--- src/rtl/mux2_arb_pkg.sv ---
// ============================================================================
// Module   : mux2_arb_pkg
// Purpose  : Shared state encodings and default sizing for mux2_arbiter.
// Revision : 1.0 - initial release
// ============================================================================
`default_nettype none

package mux2_arb_pkg;

  localparam int c_default_width    = 8;
  localparam int c_default_hold_max = 4;

  typedef enum logic [1:0] {
    IDLE = 2'd0,
    GNT0 = 2'd1,
    GNT1 = 2'd2
  } state_t;

endpackage : mux2_arb_pkg

`default_nettype wire

--- src/rtl/mux2_arbiter_mux2.sv ---
// ============================================================================
// Module   : mux2
// Purpose  : One-bit 2:1 multiplexer; s=0 selects d0, s=1 selects d1.
// Revision : 1.0 - initial release
// ============================================================================
`default_nettype none

module mux2 (
  input  logic d0,
  input  logic d1,
  input  logic s,
  output logic y
);

  assign y = s ? d1 : d0;

endmodule : mux2

`default_nettype wire

--- src/rtl/mux2_arbiter.sv ---
// ============================================================================
// Module   : mux2_arbiter
// Purpose  : Burst-locked round-robin arbiter sharing a 2:1 mux between two
//            valid/ready requesters. Optional per-grant beat limit enabled by
//            defining MUX2_ARB_HOLD_LIMIT_EN.
// Revision : 1.0 - initial release
// ============================================================================
`default_nettype none

module mux2_arbiter
  import mux2_arb_pkg::*;
#(
  parameter int WIDTH    = c_default_width,
  parameter int HOLD_MAX = c_default_hold_max
) (
  input  logic             clk,
  input  logic             rst_n,
  input  logic             req0,
  input  logic [WIDTH-1:0] data0,
  input  logic             last0,
  output logic             ack0,
  input  logic             req1,
  input  logic [WIDTH-1:0] data1,
  input  logic             last1,
  output logic             ack1,
  output logic             out_valid,
  output logic [WIDTH-1:0] out_data,
  output logic             out_last,
  input  logic             out_ready,
  output logic             sel,
  output logic             busy
);

  if (WIDTH < 1 || HOLD_MAX < 1) begin : g_param_check
    $error("mux2_arbiter: WIDTH and HOLD_MAX must be >= 1");
  end

  state_t r_state;
  state_t w_state_next;
  logic   r_sel;
  logic   r_rr_ptr;
  logic   w_release;
  logic   w_hold_hit;

  logic [WIDTH:0] w_mux_in0;
  logic [WIDTH:0] w_mux_in1;
  logic [WIDTH:0] w_mux_out;

  // Last flag rides the same mux as the data, in the top bit.
  assign w_mux_in0 = {last0, data0};
  assign w_mux_in1 = {last1, data1};

  for (genvar i = 0; i <= WIDTH; i++) begin : g_mux_bit
    mux2 u_mux2 (
      .d0 (w_mux_in0[i]),
      .d1 (w_mux_in1[i]),
      .s  (r_sel),
      .y  (w_mux_out[i])
    );
  end

  assign out_data = w_mux_out[WIDTH-1:0];
  assign out_last = w_mux_out[WIDTH];
  assign sel      = r_sel;
  assign busy     = (r_state != IDLE);

`ifdef MUX2_ARB_HOLD_LIMIT_EN
  localparam int CNT_W = (HOLD_MAX > 1) ? $clog2(HOLD_MAX) : 1;
  localparam logic [CNT_W-1:0] c_cnt_last = CNT_W'(HOLD_MAX - 1);

  logic [CNT_W-1:0] r_beat_cnt;

  assign w_hold_hit = (r_beat_cnt == c_cnt_last);

  always_ff @(posedge clk or negedge rst_n) begin
    if (!rst_n) begin
      r_beat_cnt <= '0;
    end else if (w_release || w_state_next == IDLE) begin
      r_beat_cnt <= '0;
    end else if (ack0 || ack1) begin
      r_beat_cnt <= w_hold_hit ? '0 : r_beat_cnt + 1'b1;
    end
  end
`else
  assign w_hold_hit = 1'b0;
`endif

  always_comb begin
    w_state_next = r_state;
    w_release    = 1'b0;
    out_valid    = 1'b0;
    ack0         = 1'b0;
    ack1         = 1'b0;
    case (r_state)
      IDLE: begin
        if (req0 && req1)  w_state_next = r_rr_ptr ? GNT0 : GNT1;
        else if (req0)     w_state_next = GNT0;
        else if (req1)     w_state_next = GNT1;
      end
      GNT0: begin
        out_valid = req0;
        ack0      = req0 & out_ready;
        if (!req0) begin
          w_state_next = IDLE;
        end else if (ack0 && (last0 || (w_hold_hit && req1))) begin
          w_release    = 1'b1;
          w_state_next = req1 ? GNT1 : GNT0;
        end
      end
      GNT1: begin
        out_valid = req1;
        ack1      = req1 & out_ready;
        if (!req1) begin
          w_state_next = IDLE;
        end else if (ack1 && (last1 || (w_hold_hit && req0))) begin
          w_release    = 1'b1;
          w_state_next = req0 ? GNT0 : GNT1;
        end
      end
      default: w_state_next = IDLE;
    endcase
  end

  // Select is registered alongside the state; it keeps its value through IDLE.
  always_ff @(posedge clk or negedge rst_n) begin
    if (!rst_n) begin
      r_state  <= IDLE;
      r_sel    <= 1'b0;
      r_rr_ptr <= 1'b1;
    end else begin
      r_state <= w_state_next;
      if (w_state_next == GNT1)      r_sel <= 1'b1;
      else if (w_state_next == GNT0) r_sel <= 1'b0;
      if (w_release) r_rr_ptr <= (r_state == GNT1);
    end
  end

endmodule : mux2_arbiter

`default_nettype wire
--- config.mk ---
export PLATFORM = sky130hd
export DESIGN_NAME = mux2_arbiter
export DESIGN_NICKNAME = d
export VERILOG_FILES = /design/src/rtl/mux2_arb_pkg.sv /design/src/rtl/mux2_arbiter_mux2.sv /design/src/rtl/mux2_arbiter.sv
export SDC_FILE = /design/constraint.sdc
export NUM_CORES = 1
export LEC_CHECK = 0
export CAP_MARGIN = 10
export CORE_MARGIN = 5
export CORE_UTILIZATION = 32
export CTS_CLUSTER_DIAMETER = 200
export CTS_CLUSTER_SIZE = 14
export DETAILED_ROUTE_END_ITERATION = 8
export GPL_TIMING_DRIVEN = 0
export PLACE_DENSITY = 0.74
export REMOVE_ABC_BUFFERS = 1
export SETUP_SLACK_MARGIN = 0.1
export SYNTH_ARGS = -nofsm -noshare
export SYNTH_HDL_FRONTEND = slang
export SYNTH_SLANG_ARGS = --single-unit
--- constraint.sdc ---
create_clock -name clk -period 5.2 [get_ports clk]
set_input_delay 1.04 -clock clk [delete_from_list [all_inputs] [get_ports clk]]
set_output_delay 1.04 -clock clk [all_outputs]
set_load 0.05 [all_outputs]
== After elaboration in Yosys (flattened, before gate mapping) ==
Index checks and enable logic that the tools add are counted.

* Reduce and logical (&&, ||, !) cells: 6
* Bitwise gates (word level): 2
* Equal/unequal tests: 4
* Muxes and demuxes: 30

{| class="wikitable"
|+ Operators with widths
! operator !! number
|-
| $mux 2 || 10
|-
| $mux 1 || 17
|-
| $pmux 2 s3 || 1
|-
| $eq 2x1->1 const B || 2
|-
| $eq 2x2->1 const B || 2
|-
| $pmux 1 s2 || 2
|-
| $reduce_bool 2->1 || 2
|-
| $logic_and 1x1->1 || 3
|-
| $and 1x1->1 || 2
|-
| $logic_not 2->1 || 1
|}

* Input port bits: 23
* Logic and storage cells: 45
* Register bits: 4
* Output and inout bits: 14

== Depth between registers and ports, before layout ==
Gate-level depths: netlist of run 1.

* Depth in word-level cells: 8
* Gate-level depth with buffers: 7
* Gate-level depth less buffers: 7

== Cells and area by module ==
Synthesis of run 1 repeated with hierarchy kept, for this count alone.

* Cell total of the unflattened synthesis: 51
* Area total of the unflattened synthesis: 521.8 µm²

{| class="wikitable"
|+ Modules (own cells, without submodules)
! module !! area each (µm²) !! sequential area each (µm²) !! cells an instance !! times used
|-
| mux2_arbiter || 386.6 || 101.3 || 42 || 1
|-
| mux2 || 15.0 || 0.0 || 1 || 9
|}

== Least setup slack after synthesis of run 1 ==
OpenSTA, ideal clock, no wires.

* Path kind: input port to output port
* From: in req1
* To: out out_valid
* Slack: 1913 ps
* Stages on the path: 2
* Required time: 4160 ps
* Path buffers: 0
* Arrival: 2247 ps
* Cells stage by stage: nand2_1 a21boi_0

* Longest elaborated chain between the ends: 1

{| class="wikitable"
|+ RTL lines
! item !! RTL line !! source
|-
| start: declaration || mux2_arbiter.sv:22 || <nowiki>input logic req1,</nowiki>
|-
| $pmux 1 s2 || mux2_arbiter.sv:94 || <nowiki>case (r_state)</nowiki>
|-
| end: declaration || mux2_arbiter.sv:26 || <nowiki>output logic out_valid,</nowiki>
|}

Every way passes these cells.

== Final worst setup path of run 1 ==
* From: in req0
* To: out out_valid

* Longest elaborated chain between the ends: 1

{| class="wikitable"
|+ RTL lines
! item !! RTL line !! source
|-
| start: declaration || mux2_arbiter.sv:18 || <nowiki>input logic req0,</nowiki>
|-
| $pmux 1 s2 || mux2_arbiter.sv:94 ||
|}

Every way passes these cells.

==> results.md, run 1 <==
* Status: finished, final reports clean
* Share of the core filled with cells at 56.8%
* Site row count at 14
* Reg power frac at 16.9%
* Tot GR Track Use at 11.8%
* Port Buffers at 36
* Final weighted congestion of routability-driven global placement at 0.792
* Top flip-flop cell by instance count after synthesis: dfrtp_1
* Number of storage elements in the synthesis netlist at 4
* Count of final max-slew check failures at 0
* Post-detailed-route DRC marker count at 0
* Rel. slew slack at 65.6%
* Initial antenna violation count at 0
* Largest net degree at the start of global routing at 12
* Area fraction of the dominant cell type after synthesis at 21.1%
* Number of clock sinks at 4
* CTS clk-pin slew, worst paths at 0.04 ns
* Cell types occupying the most area after synthesis: mux2_2, dfrtp_1, ha_1, buf_4, mux2i_1
* Number of gates resized after cts at 0
* Arrival time of the worst setup path at 2.76 ns
* Non-Filler Cell Area, Final at 876 um^2
* Type of destination of the critical path: output port
* Mean post-synth cell area at 9.37 um^2
* Ranking of synthesized cells by instance count: mux2_2, buf_4, ha_1, inv_1, nand2_1
* Crit-path max FO at 6
* Number of warnings printed during yosys synthesis at 0
* Initial cell density of the core at 34.7%
* Net Sw Power at 207 uW
* Count of final setup violators at 0
* Power share of the clock group at 9.8%
* Post-synthesis sequential area ratio at 19.0%
* Maximum vdd drop at 0.254 mV
* Maximum clock rate at 0.263 GHz
* Clk buf depth at 2
* Post-CTS repair timing setup buffer count at 0
* Drt first-iter violations at 9
* Ant. Diodes at 0
* EDFF count, synth at 0
* FFs w/ async S/R, synth at 100%
* Via count of the first global-routing pass at 578
* Transition at the pin with the smallest max-transition slack at 0.515 ns
* Mean routed wirelength per cell at 13.9 um
* Netlist Area Pre-Place at 534 um^2
* Data required time of the worst path at 4.16 ns
* Count of cell types in the netlist at 24
* Fin nets at 117
* Worst hold slack at 0.585 ns
* Via count at 525
* Leakage power total at 0.000375 uW
* Detailed placement HPWL at 1.27 mm
* Setup Skew at 0.00507 ns
* Placeable core region at 0.00154 mm^2
* Aggregate negative setup slack at 0 ns
* Max-cap viol count at 0
* Full die area at 0.00259 mm^2
* Number of clock buffers inserted by TritonCTS at 3
* Setup repair after global routing missed its margin: no
* Layout-stage area growth over the synthesis result at 63.9%
* Wire length of the first global-routing pass at 2.39 mm
* Crit Path Class: in -> out
* Design Power at 416 uW
* Pwr Density at 475 mW/mm^2
* Number of placed I/O pins at 37
* Final critical path time including I/O delays and setup at 3.80 ns
* Number of failing hold endpoints at the final stage at 0
* Fraction of final layout cells with drive strength greater than 1 at 22.7%
* Internal Dissipation at 210 uW
* Detailed Route WL at 1.45 mm
* Cells after Synth at 57
* Worst-skew pair later-pin latency at 0.23 ns
* Number of optimization iterations in the first detailed-route pass at 3
* Instance area after placement at 850 um^2
* Number of H-tree levels at 1
* CTS Hold Buffers Added at 0
* Remaining global-route overflow at 0
* Part of the cycle the worst path needs at 73.1%
* Proportion of total power due to net switching at 49.7%
* Die Width at 50.9 um
* Dominant cell by count in the synthesized netlist: mux2_2
* Floorplan die height at 50.9 um
* Clk Tree Root Cell: clkbuf_4
* CP Launch Type: input port
* Top cell type by total area after synthesis: mux2_2
* Vias per inst at 5.05
* Number of inserted filler cells in the final layout at 144
* TritonCTS clock tree: built
* Combinational share of power at 73.3%
* Type of the worst min-delay path: reg -> reg
* Post-route ant nets at 0
-- per-layer routing --
metal | wire (um) | track usage [%]
met1 | 546 | 11.8
met2 | 775 | 21.7
met3 | 127 | 4.94
met4 | 0 | 3.83
met5 | 0 | 0
-- critical path: stages --
cell	delay [ns]
clkdlybuf4s50_1	0.57
nand2_1	0.14
a21boi_0	0.18
clkdlybuf4s50_1	0.82
-- registers in the layout, summed over array words and instances, names as in the netlist --
name and cells:
r_rr_ptr 1, sel 1, r_state 2
-- cells in the final DEF, fill, tap and decap left out, drive strengths merged, types with 2 or more instances in the layout --
master / n
inv: 4
and3: 2
nand2: 5
o22ai: 2
dfrtp: 3
clkbuf: 4
clkdlybuf4s50: 36
mux2i: 3
mux2: 11
nor2: 2
ha: 5
-- power by group through the flow --
stage | registers [uW] | logic (uW) | clock network, uW
6_report | 70.3 | 305 | 41.0
5_1_grt | 74.2 | 327 | 46.6
4_1_cts | 71.2 | 308 | 43.1
3_5_place_dp | 71.2 | 307 | 0
3_3_place_gp | 70.3 | 303 | 0
2_1_floorplan | 75.2 | 204 | 0
-- stage by stage --
| step | worst slack [ns] | instances |
|---|---|---|
| floorplan | 1.91 | 48 |
| global placement | 1.43 | 100 |
| detailed placement | 1.40 | 100 |
| CTS | 1.40 | 104 |
| global route | 1.36 | 104 |
| finish | 1.40 | 104 |
-- worst paths after layout --
kind                                   end        from  slack, ns  cells past startpoint
worst max register to register         sel  r_state[1]       3.30                      7
worst min register to register    r_rr_ptr    r_rr_ptr       0.59                      1
worst max-delay path             out_valid        req0       1.40                      4
worst min-delay path              r_rr_ptr    r_rr_ptr       0.59                      1
min in group asynchronous       r_state[0]       rst_n       1.01                      1
max in group asynchronous         r_rr_ptr       rst_n       3.95                      1
-- cell type report --
type                       count  area, um^2  area share, %
timing repair buffer          36         360           41.1
multi-input combinational     40         353           40.3
tap                           16        20.0           2.29
sequential                     4         101           11.6
clock buffer                   4        26.3           3.00
inverter                       4        15.0           1.71
-- cells by family after synthesis --
logic type,share of synthesized area [%]
AO/OA/AOI/OAI,14.5
buffers and inverters,15.0
multiplexers,29.5
adder cells (fa/ha/maj),11.7
AND/OR/NAND/NOR,10.3
flip-flops,19.0
(Power assumes the default switching activity.)
==> run 2, diff against run 1 <==
==> constraint.sdc (replaced) <==
create_clock -name clk -period 3.8 [get_ports clk]
set_input_delay 0.76 -clock clk [delete_from_list [all_inputs] [get_ports clk]]
set_output_delay 0.76 -clock clk [all_outputs]
set_load 0.05 [all_outputs]
==> results of run 2 <==
Same layout as run 1 (identical final DEF). Status: finished, final reports clean.
Main changes from that run: setup slack after placement 1.40 ns -> 0.561 ns; setup slack after layout 1.40 ns -> 0.557 ns; register-to-register setup slack 3.30 ns -> 1.90 ns; total power 416 uW -> 570 uW; worst IR drop on VDD 0.254 mV -> 0.348 mV
